===== src/rtl/reg_pkg.sv =====
// Shared definitions for the paired-register unloader: FSM state encodings.
package reg_pkg;
  typedef enum logic [1:0] {
    ST_IDLE    = 2'd0,
    ST_SEND_A  = 2'd1,
    ST_SEND_B  = 2'd2,
    ST_ILLEGAL = 2'd3
  } state_e;
endpackage


===== src/rtl/pair_hold_reg.sv =====
// Two-word hold register with synchronous reset and a shared load enable.
module pair_hold_reg #(
  parameter int WIDTH = 8
) (
  input  logic             clk,
  input  logic             rst,
  input  logic             i_load,
  input  logic [WIDTH-1:0] i_d1,
  input  logic [WIDTH-1:0] i_d2,
  output logic [WIDTH-1:0] o_q1,
  output logic [WIDTH-1:0] o_q2
);
  logic [WIDTH-1:0] r_q1, r_q2;

  always_ff @(posedge clk) begin
    if (rst) begin
      r_q1 <= '0;
      r_q2 <= '0;
    end else if (i_load) begin
      r_q1 <= i_d1;
      r_q2 <= i_d2;
    end
  end

  assign o_q1 = r_q1;
  assign o_q2 = r_q2;
endmodule


===== src/rtl/reg_pair_unloader.sv =====
// Accepts one (D1,D2) pair per handshake and streams it out as two words, the
// second flagged LAST; refills from SEND_B without a bubble.
module reg_pair_unloader
  import reg_pkg::*;
#(
  parameter int WIDTH        = 8,
  parameter bit SECOND_FIRST = 1'b0,
  parameter int CNT_W        = 16
) (
  input  logic             clk,
  input  logic             rst,
  input  logic             in_valid,
  output logic             in_ready,
  input  logic [WIDTH-1:0] in_d1,
  input  logic [WIDTH-1:0] in_d2,
  output logic             out_valid,
  input  logic             out_ready,
  output logic [WIDTH-1:0] out_data,
  output logic             out_last,
  output logic             busy,
  output logic [CNT_W-1:0] pair_cnt
);
  state_e           r_state, w_state_nxt;
  logic [CNT_W-1:0] r_cnt;
  logic [WIDTH-1:0] w_q1, w_q2, w_first, w_second, w_word;
  logic             w_in_ready, w_out_valid, w_out_last, w_in_hs;

  pair_hold_reg #(.WIDTH(WIDTH)) u_hold (
    .clk    (clk),
    .rst    (rst),
    .i_load (w_in_hs),
    .i_d1   (in_d1),
    .i_d2   (in_d2),
    .o_q1   (w_q1),
    .o_q2   (w_q2)
  );

  assign w_first  = SECOND_FIRST ? w_q2 : w_q1;
  assign w_second = SECOND_FIRST ? w_q1 : w_q2;

  always_ff @(posedge clk) begin
    if (rst) r_state <= ST_IDLE;
    else     r_state <= w_state_nxt;
  end

  // in_ready in SEND_B follows out_ready so a new pair can load as the LAST word leaves.
  always_comb begin
    w_state_nxt = r_state;
    w_in_ready  = 1'b0;
    w_out_valid = 1'b0;
    w_out_last  = 1'b0;
    w_word      = '0;
    case (r_state)
      ST_IDLE: begin
        w_in_ready = 1'b1;
        if (in_valid) w_state_nxt = ST_SEND_A;
      end
      ST_SEND_A: begin
        w_out_valid = 1'b1;
        w_word      = w_first;
        if (out_ready) w_state_nxt = ST_SEND_B;
      end
      ST_SEND_B: begin
        w_out_valid = 1'b1;
        w_out_last  = 1'b1;
        w_word      = w_second;
        w_in_ready  = out_ready;
        if (out_ready) w_state_nxt = in_valid ? ST_SEND_A : ST_IDLE;
      end
      default: w_state_nxt = ST_IDLE;
    endcase
    if (rst) begin
      w_in_ready  = 1'b0;
      w_out_valid = 1'b0;
      w_out_last  = 1'b0;
      w_word      = '0;
    end
  end

  assign w_in_hs = in_valid & w_in_ready;

  always_ff @(posedge clk) begin
    if (rst)
      r_cnt <= '0;
    else if (w_out_valid && out_ready && r_state == ST_SEND_B)
      r_cnt <= r_cnt + CNT_W'(1);
  end

  assign in_ready  = w_in_ready;
  assign out_valid = w_out_valid;
  assign out_last  = w_out_last;
  assign out_data  = w_word;
  assign busy      = !rst && (r_state != ST_IDLE);
  assign pair_cnt  = r_cnt;
endmodule


===== config.mk =====
export PLATFORM = sky130hd
export DESIGN_NAME = reg_pair_unloader
export DESIGN_NICKNAME = d
export VERILOG_FILES = /design/src/rtl/reg_pkg.sv /design/src/rtl/pair_hold_reg.sv /design/src/rtl/reg_pair_unloader.sv
export SDC_FILE = /design/constraint.sdc
export NUM_CORES = 1
export LEC_CHECK = 0
export ABC_AREA = 1
export BUFFER_PORTS_ARGS = -buffer_cell sky130_fd_sc_hd__buf_4
export CORE_MARGIN = 5
export CORE_UTILIZATION = 48
export CTS_CLUSTER_DIAMETER = 30
export DETAILED_ROUTE_END_ITERATION = 10
export MAX_ROUTING_LAYER = met4
export PLACE_DENSITY = 0.73
export SYNTH_ARGS = -nofsm -noshare
export SYNTH_HDL_FRONTEND = slang
export SYNTH_HIERARCHICAL = 1
export SYNTH_SLANG_ARGS = --single-unit

===== constraint.sdc =====
create_clock -name clk -period 4.2 [get_ports clk]
set_input_delay 1.26 -clock clk [delete_from_list [all_inputs] [get_ports clk]]
set_output_delay 1.26 -clock clk [all_outputs]
set_load 0.02 [all_outputs]

Word-level counts from Yosys, hierarchy flattened --
Cells that the tools add are included.
Operators by class: add/sub/neg operators 1, $mul 0, div/mod/pow operators 0, $lt $le $gt $ge 0, equality and inequality tests 5, shift operators 0, multiplexer cells 13, bitwise logic cells 1, reductions and logical operators 8
Operators with widths (count):
- adder 16 x 1 -> 16 bit, second input constant | 1
- case mux 8 bit (2 select lines) | 1
- two-way mux 8 bit | 1
- two-way mux 1 bit | 6
- two-way mux 2 bit | 3
- != test 2 bit, second input constant | 3
- case mux 2 bit (3 select lines) | 1
- logical AND 1 bit | 3
- AND reduction 3 bit | 1
- == test 2 x 1 -> 1 bit, second input constant | 1
- == test 2 bit, second input constant | 1
- zero test 2 bit | 1
- case mux 1 bit (2 select lines) | 1
- nonzero test 2 bit | 1
- OR reduction 2 bit | 1
- AND 1 bit | 1
- zero test 1 bit | 1
Word-level totals: bits in registers 34, bits in latches 0, bits in writable memories 0, bits in read-only memories 0, output and inout port bits 28, logic and storage cells 32, memories kept 0

Logic depth before layout (Yosys ltp) --
depth after elaboration 6, gate-level depth with buffers 10, depth with buffers taken out 10

Modules after synthesis --
Netlist, hierarchy kept.
Modules (own cells, without submodules):
- reg_pair_unloader | instances 1, cells an instance 198, area each 1266.2 um^2, seq. area each 360.3 um^2
- pair_hold_reg | instances 1, cells an instance 101, area each 670.6 um^2, seq. area each 320.3 um^2

Worst setup path before layout --
Ideal clock, no wire load.
path type in2out, start in rst, end out in_ready, data arrival time 1903 ps, setup slack 1037 ps, stages 4, path buffers 1, cells stage by stage buf_6 > inv_6 > o21ai_0 > a21oi_1
On the way: word-level cells in the longest chain between the ends 1
Ends and longest elaborated chain:
- start, declared | line reg_pair_unloader.sv:11 | input logic rst,
- two-way mux 1 bit | line reg_pair_unloader.sv:72 | if (rst) begin
- end, declared | line reg_pair_unloader.sv:13 | output logic in_ready,
No other way between the ends.

Worst setup path after layout --
Ends and elaborated chain as after synthesis.

==> flow_metrics.py <==
metrics = {
    "final_layout": {
        "diodes": 0,
        "final_common_cell": "nand2_1",
        "most-common-layout-cells": "nand2_1 (83), nor2_1 (64), buf_4 (48)",
        "area_growth_pct": 23.06,
        "drive_above_1_share_pct": 20.17,
        "fillerInstances": 402,
        "fin_cells": 397,
        "finalNetCount": 373,
    },
    "min_path": {
        "hold_depth": 2,
        "min-delay-start": "u_hold/o_q2[2]$_SDFFE_PP0P_",
        "hold_path_class": "register to register",
        "holdPathEnd": "u_hold/o_q2[2]$_SDFFE_PP0P_",
    },
    "worst_setup_path": {
        "cp_max_fo": 15,
        "r2r_slack_ns": 1.99,
        "required_ns": 2.94,
        "critPathKind": "input pin to output pin",
        "startpoint_type": "input pin",
        "cpMaxStageDelayCell": "buf_4",
        "arrival_ns": 2.00,
        "end_kind": "output pin",
        "path_delay_family": "buffers and inverters",
        "crit_buf_inv": 3,
        "r2r-start": "r_state[0]$_SDFFE_PP0P_",
        "reg2reg_depth": 9,
        "crit_chain": "buf_4 > inv_6 > o21ai_0 > a21oi_1 > buf_4",
        "r2r-end": "u_hold/o_q2[3]$_SDFFE_PP0P_",
        "max_stage_delay_ns": 0.17,
        "cp_common_cell": "buf_4",
    },
    "logic_synthesis": {
        "synth-seq-area-share_pct": 35.14,
        "yosys_warnings": 6,
        "yosys_register_bits": 34,
        "synth_area_um2": 1937,
        "synth.net_count": 326,
        "ys_types": 27,
        "syn_avg_cell_area_um2": 6.478,
        "synth_cells": 299,
    },
    "route": {
        "antenna_left": 0,
        "dr.pass1.iters": 4,
        "drtIter0Drc": 134,
        "drc": 0,
        "vias_per_cell": 4.670,
        "vias": 1854,
        "wl_per_cell_um": 10.96,
        "wl_um": 4350,
    },
    "cts": {
        "cts_setup_buffers": 0,
        "path_clk_slew_ns": 0.07,
        "htreeDepth": 2,
        "clk_path_buf_depth": 2,
        "cts_tree": "built",
        "cts_root_buf": "clkbuf_8",
        "insertion_delay_ns": 0.29,
        "cts.repair.resized": 0,
        "clkSinkCount": 34,
        "holdBufCountCts": 0,
        "cts_buffers": 5,
    },
    "sta": {
        "grt_setup_unrepaired": "no",
        "finalHoldViolations": 0,
        "finalClockSkew_ns": 0.005986,
        "period_share_pct": 77.66,
        "clock.fmax_mhz": 306.6,
        "hold_ws_ns": 0.4710,
        "slew_headroom_pct": 67.07,
        "drv_slew": 0,
        "fin_crit_ns": 3.262,
        "finalSetupViolCount": 0,
        "tightest_slew_ns": 0.4934,
        "fin_tns_setup_ns": 0,
        "fin_ws_ns": 0.9381,
    },
    "floorplanning": {
        "die_h_um": 73.52,
        "rows": 23,
        "dieArea_um2": 5405,
        "io_pins": 48,
        "fp.coreArea_um2": 3943,
        "start_util_pct": 49.13,
        "die_w_um": 73.52,
    },
    "grt": {
        "grt_pass1_wl_um": 7348,
        "grt_max_degree": 33,
        "track_usage_pct": 17.98,
        "antenna_found_initial": 0,
        "grt_overflow": 0,
        "grt_pass1_vias": 1718,
    },
    "place": {
        "dpl_worst_slack_ns": 0.9219,
        "place.gp.congestion": 0.9202,
        "dp_hpwl_um": 3264,
        "io_buffer_count": 47,
        "placed_cells": 389,
    },
    "run_status": {
        "status": "finished, final reports clean",
    },
    "pwr": {
        "peakVddDrop_uv": 290.6,
        "p_per_area_nw_per_um2": 426.9,
        "leakagePower_nw": 1.111,
    },
    "job": {
        "drv_cap": 0,
    },
}
## cells by family (layout without fill, tap and decap cells)
kind of cell             after synthesis  after routing  share of synthesized area [%]
AND/OR/NAND/NOR                      180            180                          40.83
buffers and inverters                 49             97                          11.69
flip-flops                            34             34                          35.14
AO/OA/AOI/OAI                         29             29                          7.816
adder cells (fa/ha/maj)                7              7                          4.522
## registers in the layout, summed over array words and instances (netlist names)
register	cells
pair_cnt	16
r_state	2
u_hold/o_q1	8
u_hold/o_q2	8
## cell type report
class	count	area [um2]	share of cell area (%)
Tap cell	50	62.56	2.625
Clock buffer	7	86.33	3.622
Inverter	41	158.9	6.667
Timing Repair Buffer	48	360.3	15.12
Multi-Input combinational cell	216	1030	43.20
Clock inverter	1	5.005	0.2100
Sequential cell	34	680.7	28.56
## power breakdown
group	internal, mW	switching [mW]
Sequential	0.370	0.0270
Combinational	0.133	0.234
Clock	0.132	0.121
## metrics by stage
stage	total power [mW]	utilization [%]	area (um2)
after floorplan	0.6905	-	1937
after global placement	0.7702	58.14	2292
after detailed placement	0.7748	58.14	2292
after CTS	1.026	60.46	2384
after global routing	1.090	60.46	2384
final	1.018	60.46	2384
## Yosys cell counts
master    number  share of area (%)
dfxtp_1       34                 35
buf_4          1               0.39
a21oi_1       16                4.1
o21bai_1       2               0.77
nand2_8        1                1.0
nand2_2        2               0.65
and2_1         1               0.32
nand3b_1       1               0.39
nand2_4        2                1.2
nand2_1       83                 16
inv_6          1               0.45
o21ai_1        1               0.26
o22ai_1        1               0.32
nor2_2         4                1.3
buf_2          3               0.77
o21ai_0        9                2.3
nand4_1        7                2.3
inv_2          2               0.39
buf_6          4                2.3
inv_1         38                7.4
nor2_4         1               0.58
nor2_1        64                 12
ha_1           7                4.5
nor2_8         1                1.0
nor3_2         1               0.52
nor3_1         3               0.77
nand3_1        9                2.3
## how the worst max path moves through the flow
stage | from | to | cells after the start
after floorplan | rst | in_ready | 4
after global placement | rst | in_ready | 5
after detailed placement | rst | in_ready | 5
after CTS | rst | in_ready | 5
after global routing | rst | in_ready | 5
final | rst | in_ready | 5
## worst register-to-register path, delay by kind of cell, from the launching register on
kind | cells | cell delay [ns]
DFF | 1 | 0.34
adders and majority gates | 1 | 0.46
and+or+nand+nor | 5 | 0.64
buffers and inverters | 2 | 0.42
AOI/OAI and AO/OA | 1 | 0.24
## per-layer routing
layer	GRT usage [%]	routed length, um	share of wire, %
met5	-	0	0
met4	9.457	89	2.0
met3	4.241	268	6.2
met2	28.15	1983	46
met1	21.27	2009	46
Power figures use the tool's default switching activity.
